--- src/rtl/lmd18245_pkg.sv ---
// Shared types and command encodings for the LMD18245 thermal monitor.
package lmd18245_pkg;

    localparam int CMD_W = 2;

    localparam logic [CMD_W-1:0] CMD_FWD       = 2'd0;
    localparam logic [CMD_W-1:0] CMD_REV       = 2'd1;
    localparam logic [CMD_W-1:0] CMD_BRAKE     = 2'd2;
    localparam logic [CMD_W-1:0] CMD_BRAKE_ALT = 2'd3;

    typedef enum logic [1:0] {
        ST_OK,
        ST_FAULT,
        ST_COOLDOWN,
        ST_HOLD
    } state_t;

endpackage

--- src/rtl/lmd18245_flag_debounce.sv ---
// Synchronises an active-low driver status pin and debounces it into a
// level that only changes after DEBOUNCE_CYCLES consecutive stable samples.
module lmd18245_flag_debounce #(
    parameter int DEBOUNCE_CYCLES = 1000
) (
    input  logic clk,
    input  logic reset,
    input  logic flag_n,
    output logic active
);

    localparam int CW = $clog2(DEBOUNCE_CYCLES) + 1;
    localparam logic [CW-1:0] LAST = CW'(DEBOUNCE_CYCLES - 1);

    logic          sync1;
    logic          sync2;
    logic          hot_s;
    logic [CW-1:0] cnt;

    // Sync flops reset to the inactive (high) pin level.
    always_ff @(posedge clk or posedge reset) begin
        if (reset) begin
            sync1  <= 1'b1;
            sync2  <= 1'b1;
            hot_s  <= 1'b0;
            cnt    <= '0;
            active <= 1'b0;
        end else begin
            sync1 <= flag_n;
            sync2 <= sync1;
            hot_s <= ~sync2;
            if (hot_s == active) begin
                cnt <= '0;
            end else if (cnt == LAST) begin
                active <= ~active;
                cnt    <= '0;
            end else begin
                cnt <= cnt + CW'(1);
            end
        end
    end

endmodule

--- src/rtl/lmd18245_monitor.sv ---
// Thermal-fault monitor: forces brake on the LMD18245 command while the
// driver reports hot or is recovering, and counts fault episodes.
module lmd18245_monitor
    import lmd18245_pkg::*;
#(
    parameter int DEBOUNCE_CYCLES = 1000,
    parameter int COOLDOWN_CYCLES = 50_000_000,
    parameter int AUTO_RESTART    = 0
) (
    input  logic             clk,
    input  logic             reset,
    input  logic             thermal_flag_n,
    input  logic [CMD_W-1:0] cmd_in,
    input  logic             fault_clear,
    output logic [CMD_W-1:0] cmd_out,
    output logic             fault,
    output logic             overheat,
    output logic [7:0]       fault_count
);

    localparam int CCW = $clog2(COOLDOWN_CYCLES) + 1;
    localparam logic [CCW-1:0] COOL_LAST = CCW'(COOLDOWN_CYCLES - 1);

    state_t           state;
    state_t           nxt;
    logic [CCW-1:0]   cool_cnt;

    lmd18245_flag_debounce #(
        .DEBOUNCE_CYCLES(DEBOUNCE_CYCLES)
    ) u_flag (
        .clk   (clk),
        .reset (reset),
        .flag_n(thermal_flag_n),
        .active(overheat)
    );

    always_ff @(posedge clk or posedge reset) begin
        if (reset) begin
            state <= ST_OK;
        end else begin
            state <= nxt;
        end
    end

    // A rising overheat always wins over cool-down expiry or a clear.
    always_comb begin
        nxt = state;
        case (state)
            ST_OK: begin
                if (overheat) nxt = ST_FAULT;
            end
            ST_FAULT: begin
                if (!overheat) nxt = ST_COOLDOWN;
            end
            ST_COOLDOWN: begin
                if (overheat) begin
                    nxt = ST_FAULT;
                end else if (cool_cnt == '0) begin
                    nxt = (AUTO_RESTART != 0) ? ST_OK : ST_HOLD;
                end
            end
            ST_HOLD: begin
                if (overheat) begin
                    nxt = ST_FAULT;
                end else if (fault_clear) begin
                    nxt = ST_OK;
                end
            end
            default: nxt = ST_OK;
        endcase
    end

    // Pass-through only while staying in OK, so brake is on the wire
    // the same edge a fault is entered and until one cycle after release.
    always_ff @(posedge clk or posedge reset) begin
        if (reset) begin
            cmd_out     <= CMD_BRAKE;
            cool_cnt    <= '0;
            fault_count <= '0;
        end else begin
            cmd_out <= (state == ST_OK && nxt == ST_OK) ? cmd_in : CMD_BRAKE;
            if (state == ST_OK && nxt == ST_FAULT && fault_count != 8'hFF) begin
                fault_count <= fault_count + 8'd1;
            end
            if (state == ST_FAULT && nxt == ST_COOLDOWN) begin
                cool_cnt <= COOL_LAST;
            end else if (state == ST_COOLDOWN && cool_cnt != '0) begin
                cool_cnt <= cool_cnt - CCW'(1);
            end
        end
    end

    assign fault = (state != ST_OK);

endmodule

--- config.mk ---
export PLATFORM = sky130hd
export DESIGN_NAME = lmd18245_monitor
export DESIGN_NICKNAME = d
export VERILOG_FILES = /design/src/rtl/lmd18245_pkg.sv /design/src/rtl/lmd18245_flag_debounce.sv /design/src/rtl/lmd18245_monitor.sv
export SDC_FILE = /design/constraint.sdc
export NUM_CORES = 1
export LEC_CHECK = 0
export BUFFER_PORTS_ARGS = -buffer_cell sky130_fd_sc_hd__buf_2
export CAP_MARGIN = 10
export CORE_ASPECT_RATIO = 0.7
export CORE_UTILIZATION = 50
export CTS_CLUSTER_SIZE = 20
export DETAILED_ROUTE_END_ITERATION = 8
export PLACE_DENSITY = 0.67
export SKIP_CTS_REPAIR_TIMING = 1
export SYNTH_ARGS = -nofsm -noshare
export SYNTH_HDL_FRONTEND = slang
export SYNTH_HIERARCHICAL = 1
export SYNTH_SLANG_ARGS = --single-unit
--- constraint.sdc ---
create_clock -name clk -period 4.71 [get_ports clk]
set_input_delay 1.413 -clock clk [delete_from_list [all_inputs] [get_ports clk]]
set_output_delay 1.413 -clock clk [all_outputs]
set_load 0.01 [all_outputs]
======== Word level (Yosys, flattened, before mapping) ========
Index checks and enable logic that the tools add are counted.
cells by class
  multipliers ............................. 0
  div/mod/pow operators ................... 0
  reductions and logical operators ........ 12
  bitwise operators ....................... 3
  equal/unequal tests ..................... 8
  magnitude comparators ................... 0
  add/subtract/negate cells ............... 3
  multiplexer cells ....................... 12
  shift-type cells ........................ 0
operators with widths
  kind                                                                   count
  27-bit two-way mux                                                     2
  27-bit zero test                                                       1
  27-bit nonzero test                                                    1
  27-bit by 1-bit subtractor with 27-bit output (second input constant)  1
  11-bit two-way mux                                                     2
  2-bit two-way mux                                                      7
  11-bit by 1-bit adder with 11-bit output (second input constant)       1
  11-bit by 10-bit == test with 1-bit output (second input constant)     1
  8-bit by 1-bit adder with 8-bit output (second input constant)         1
  8-bit != test (second input constant)                                  1
  2-bit one-hot mux with 4 select lines                                  1
  2-bit == test (second input constant)                                  3
  1-bit logical AND                                                      5
  2-bit by 1-bit == test with 1-bit output (second input constant)       2
  2-bit zero test                                                        2
  2-bit nonzero test                                                     2
  1-bit inverter                                                         3
  2-bit AND reduction                                                    1
  1-bit == test                                                          1
word-level totals
  input bits .............................. 6
  memories ................................ 0
  memory bits (writable) .................. 0
  memory bits (read-only) ................. 0
  bits in latches ......................... 0
  logic and storage cells ................. 47
  flip-flop bits (word level) ............. 54
  output and inout bits ................... 12

======== Longest topological paths before layout ========
  depth in word-level cells ............... 7
  gate-level depth with buffers ........... 9
  gate-level depth less buffers ........... 7

======== Modules after synthesis ========
Netlist, hierarchy kept.
modules (own cells, without submodules)
  module                  instances  area an instance (sq um)  cells an instance
  lmd18245_monitor        1          2033.2                    208
  lmd18245_flag_debounce  1          678.2                     64

======== Least setup slack after synthesis ========
OpenSTA, ideal clock, no wires.
  path kind ............................... register to output
  start ................................... register state[0]
  end ..................................... output port fault
  path buffers ............................ 0
  data arrival time ....................... 0.672 ns
  slack ................................... 2.625 ns
  cell stages (with the launch flop) ...... 3
  cell sequence ........................... dfrtp_1 > nor2_1 > inv_1
on the way
  longest elaborated chain between the ends .. 1
ends and longest elaborated chain
  element                   line                    RTL
  start: declaration        lmd18245_monitor.sv:24  state_t state;
  start signal: assignment  lmd18245_monitor.sv:41  state <= nxt;
  2-bit nonzero test        lmd18245_monitor.sv:93  assign fault = (state != ST_OK);
  end: declaration          lmd18245_monitor.sv:16  output logic fault,
No other way between the ends.

======== Worst setup path after layout ========
  start ................................... register cool_cnt[0]
  end ..................................... register cool_cnt[15]
on the way
  longest elaborated chain between the ends .. 7
  elaborated cells on any way between the ends .. 12
ends and longest elaborated chain
  element                                                                                line                    RTL
  start: declaration                                                                     lmd18245_monitor.sv:26  logic [CCW-1:0] cool_cnt;
  start signal: assignment                                                               lmd18245_monitor.sv:88  cool_cnt <= cool_cnt - CCW'(1);
  branches (longest 7 deep; another with 27-bit by 1-bit subtractor with 27-bit output)  -
Several ways; the timed one is not identified. The select of a mux whose other input is x is not followed.
A chain may end at the register's enable or synchronous reset.

==> results.txt <==
The run finished with clean final reports. The leakage power figure came out at 1.25 nW. The layout net count is 297. In this run the most critical hold path is launched from u_flag/sync1$_DFF_PP1_.

The average vias per placed instance came out at 5.78. For the pin with the worst max-slew slack, the measured transition is 705 ps. Setup repair after global routing left no endpoint under its margin. The tree built by TritonCTS fans out to 54 sinks. The routed wirelength normalized by instance count came out at 14.9 µm. The count of cell types in the netlist is 45. The area of the core region is 5230 µm².

The cell at the root of the clock tree is clkbuf_8. The starting density of the core is 0.518. The clock skew came out at 11.0 ps. TritonCTS built the clock tree. The number of cells on the worst reg-to-reg path is 8.

The count of final max-slew check failures was 0. The number of flops mapped to enable cells by yosys came out at 0. The vertical die dimension came out at 63.6 µm. The number of antenna violations at the first check in global routing was 0. In this run the worst hold path is classified as reg2reg.

After synthesis, the cell types taking the most area are dfrtp_1 (47%), nor2_1 (3.6%), or3_1 (3.2%), or4_1 (3.0%), dfstp_2 (2.9%). The setup check on the worst reg-to-reg path leaves a slack of 2040 ps. Summing every instance area after synthesis gives 2710 µm². The launch instance of the worst register-to-register path is cool_cnt[0]$_DFFE_PP0P_.

The die covers 5730 µm². The number of inserted diodes came out at 0. After clock tree synthesis, the clock-pin slew on the worst setup and hold paths is 100 ps. The total of buffers placed on input and output ports is 17. The final-report hold violation count was 0.

The max-cap check violation count is 0. The via count of the first global-routing pass is 1901. The multi-input combinational cells in the finished layout cover a total of 1280 µm². From left edge to right edge, the die measures 90.0 µm.

At the end of routability-driven placement, the weighted congestion stood at 0.838. The worst setup path is captured at a flip-flop. The endpoint with the worst hold slack is u_flag/sync2$_DFF_PP1_.

The total wire length after detailed routing came out at 5390 µm. The count of cells along the worst hold path came out at 0. Counting every net in the synthesized netlist gives 281. The total congestion overflow after global routing came out at 0. The starting DRC count in detailed routing came out at 146. The sequential fraction of the synthesis area is 0.500. The post-layout total power is 1.21 mW.

The most frequently used flop master after synthesis is dfrtp_1. The relative max-transition margin is 0.530. The wire length of the first global-routing pass came out at 9320 µm. The via count of the routed design came out at 2086.

The number of I/O pins is 18. The worst endpoint data arrival time is 2870 ps. For this run, the top clock speed supported by timing is 375 MHz. Counting flops and latches in the post-synthesis netlist gives 54. The setup path with the least slack is of type reg2reg. Row generation in the floorplan step produced 22 rows. The DRC violation count after routing came out at 0. The pin count of the biggest net entering global routing came out at 40. Dividing the final minimum period by the clock period gives 0.566. STA classifies the critical path startpoint as a flip-flop.

For this run, the total global-route usage over all layers was measured as 0.208. TritonCTS created 5 clock buffers. The maximum fanout along the worst path came out at 21. The maximum count of clock buffers along a single path came out at 2. The share of the synthesized area in the top cell type came out at 0.471. Summed over all failing endpoints, the final setup total negative slack is 0 ps.

The number of antenna-violating nets in the routed design came out at 0. Summed over all instances, the cell type with the most area after synthesis is dfrtp_1. The number of fillers in the final layout came out at 490. The power per standard cell area came out at 407 nW/µm².

The synthesis warning total came out at 6. The detailed-router iteration count before antenna repair came out at 4. The async set-or-reset flop fraction in the synthesized netlist came out at 1.00.

For the worst-skew pair, the clock arrives at the later sink with an insertion delay of 320 ps. The worst register-to-register path ends at cool_cnt[15]$_DFFE_PP0P_. The sum of net half-perimeters after detailed placement came out at 3710 µm. The worst supply voltage drop on vdd came out at 0.225 mV. Setup violations remaining at the end of the flow were counted as 0. The cell count after synthesis is 272. The final critical-path required period is 2670 ps. The total number of H-tree levels is 2. Registers take 1360 µm². After synthesis, the mean cell area works out to 9.97 µm². In the final layout, the share of cells above drive strength 1 is 0.152.

From synthesis to final layout, the design area changed by 9.23%. STA puts the critical path data required time at 4920 ps.
==> metrics by stage <==
step	setup slack, ps	std cells	instance area (µm²)	hold WS, ps	util
final	2040	361	2960	381	0.566
after global routing	1700	361	2960	384	0.566
after CTS	2060	361	2960	379	0.566
after detailed placement	2070	353	2860	356	0.547
after global placement	2160	353	2860	353	0.547
after floorplan	2410	272	2710	345	-
==> Yosys cell counts, types with 5 or more instances <==
library cell / number
dfrtp_1: 51
nor4_1: 11
o21ai_0: 8
nand4_1: 5
nor2_1: 26
xor2_1: 8
nand3_1: 14
and2_1: 5
xnor2_1: 9
a21oi_1: 10
inv_1: 11
o31ai_1: 8
nor3_1: 9
clkbuf_1: 6
mux2i_1: 6
or4_1: 11
or3_1: 14
nand2_1: 13
==> state kept, by name, indices dropped and copies added (netlist names) <==
signal,cells
cmd_out,2
u_flag/sync1,1
u_flag/sync2,1
state,2
cool_cnt,27
u_flag/hot_s,1
u_flag/active,1
fault_count,8
u_flag/cnt,11
==> worst max path at each step <==
stage / endpoint / slack [ps] / startpoint
2_1_floorplan: cmd_out[0]$_DFF_PP0_ / 2410 / reset
3_3_place_gp: cool_cnt[15]$_DFFE_PP0P_ / 2160 / cool_cnt[4]$_DFFE_PP0P_
3_5_place_dp: cool_cnt[15]$_DFFE_PP0P_ / 2070 / cool_cnt[4]$_DFFE_PP0P_
4_1_cts: cool_cnt[15]$_DFFE_PP0P_ / 2060 / cool_cnt[0]$_DFFE_PP0P_
5_1_grt: cool_cnt[15]$_DFFE_PP0P_ / 1700 / cool_cnt[0]$_DFFE_PP0P_
6_report: cool_cnt[15]$_DFFE_PP0P_ / 2040 / cool_cnt[0]$_DFFE_PP0P_
==> cell type report <==
type / instances / area share
sequential: 54 / 0.458
multi-input combinational: 197 / 0.431
timing repair buffer: 19 / 0.0338
tap: 72 / 0.0304
clock buffer: 6 / 0.0279
inverter: 11 / 0.0139
clock inverter: 2 / 0.00549
==> layer usage <==
metal / global-route usage / wire length (µm) / up-vias
li1: - / - / 1026
met1: 0.305 / 2870 / 1008
met2: 0.300 / 2190 / 46
met3: 0.0568 / 268 / 6
met4: 0.0605 / 61 / 0
met5: 0 / 0 / -
==> cells by family (layout without fill, tap and decap cells) <==
logic type               Yosys count  count (layout)  synth area share
multiplexers                       8               8            0.0305
XOR/XNOR                          17              17            0.0549
adder cells (fa/ha/maj)            3               3            0.0138
buffers and inverters             21              38            0.0309
AND/OR/NAND/NOR                  129             129             0.275
AO/OA/AOI/OAI                     40              40            0.0955
flip-flops                        54              54             0.500
==> report_power, final <==
group | internal [mW] | switching, mW | total, mW
Sequential | 0.550 | 0.101 | 0.651
Combinational | 0.126 | 0.147 | 0.273
Clock | 0.121 | 0.161 | 0.282
==> worst max-delay path, stage by stage (launching register included) <==
cell and delay [ps]:
dfrtp_1 420, inv_1 90, ha_1 160, nor3b_1 310
nand4_1 220, o21bai_2 640, buf_4 340, nor4_1 80
or3_1 300
==> cell usage in the layout, fill, tap and decap left out, types with 2 or more instances in the layout <==
cell | Yosys | layout
or4_1 | 11 | 11
buf_4 | 0 | 2
nor4_2 | 3 | 3
nor4_1 | 11 | 11
a31oi_1 | 2 | 2
buf_2 | 4 | 17
clkbuf_8 | 0 | 6
nor3_1 | 9 | 9
and3_1 | 4 | 4
o31ai_1 | 8 | 8
nor2_1 | 26 | 26
ha_1 | 3 | 3
o211ai_1 | 2 | 2
nand2b_1 | 3 | 3
or2_2 | 3 | 3
a211oi_1 | 2 | 2
or3_1 | 14 | 14
mux2i_1 | 6 | 6
nand3_1 | 14 | 14
a21oi_1 | 10 | 10
nand2_1 | 13 | 13
or3_4 | 2 | 2
nand4_1 | 5 | 5
o21ai_0 | 8 | 8
and2_1 | 5 | 5
xor2_1 | 8 | 8
inv_1 | 11 | 11
dfstp_2 | 3 | 3
xnor2_1 | 9 | 9
dfrtp_1 | 51 | 51
No activity file was read; power rests on OpenSTA's default activity.
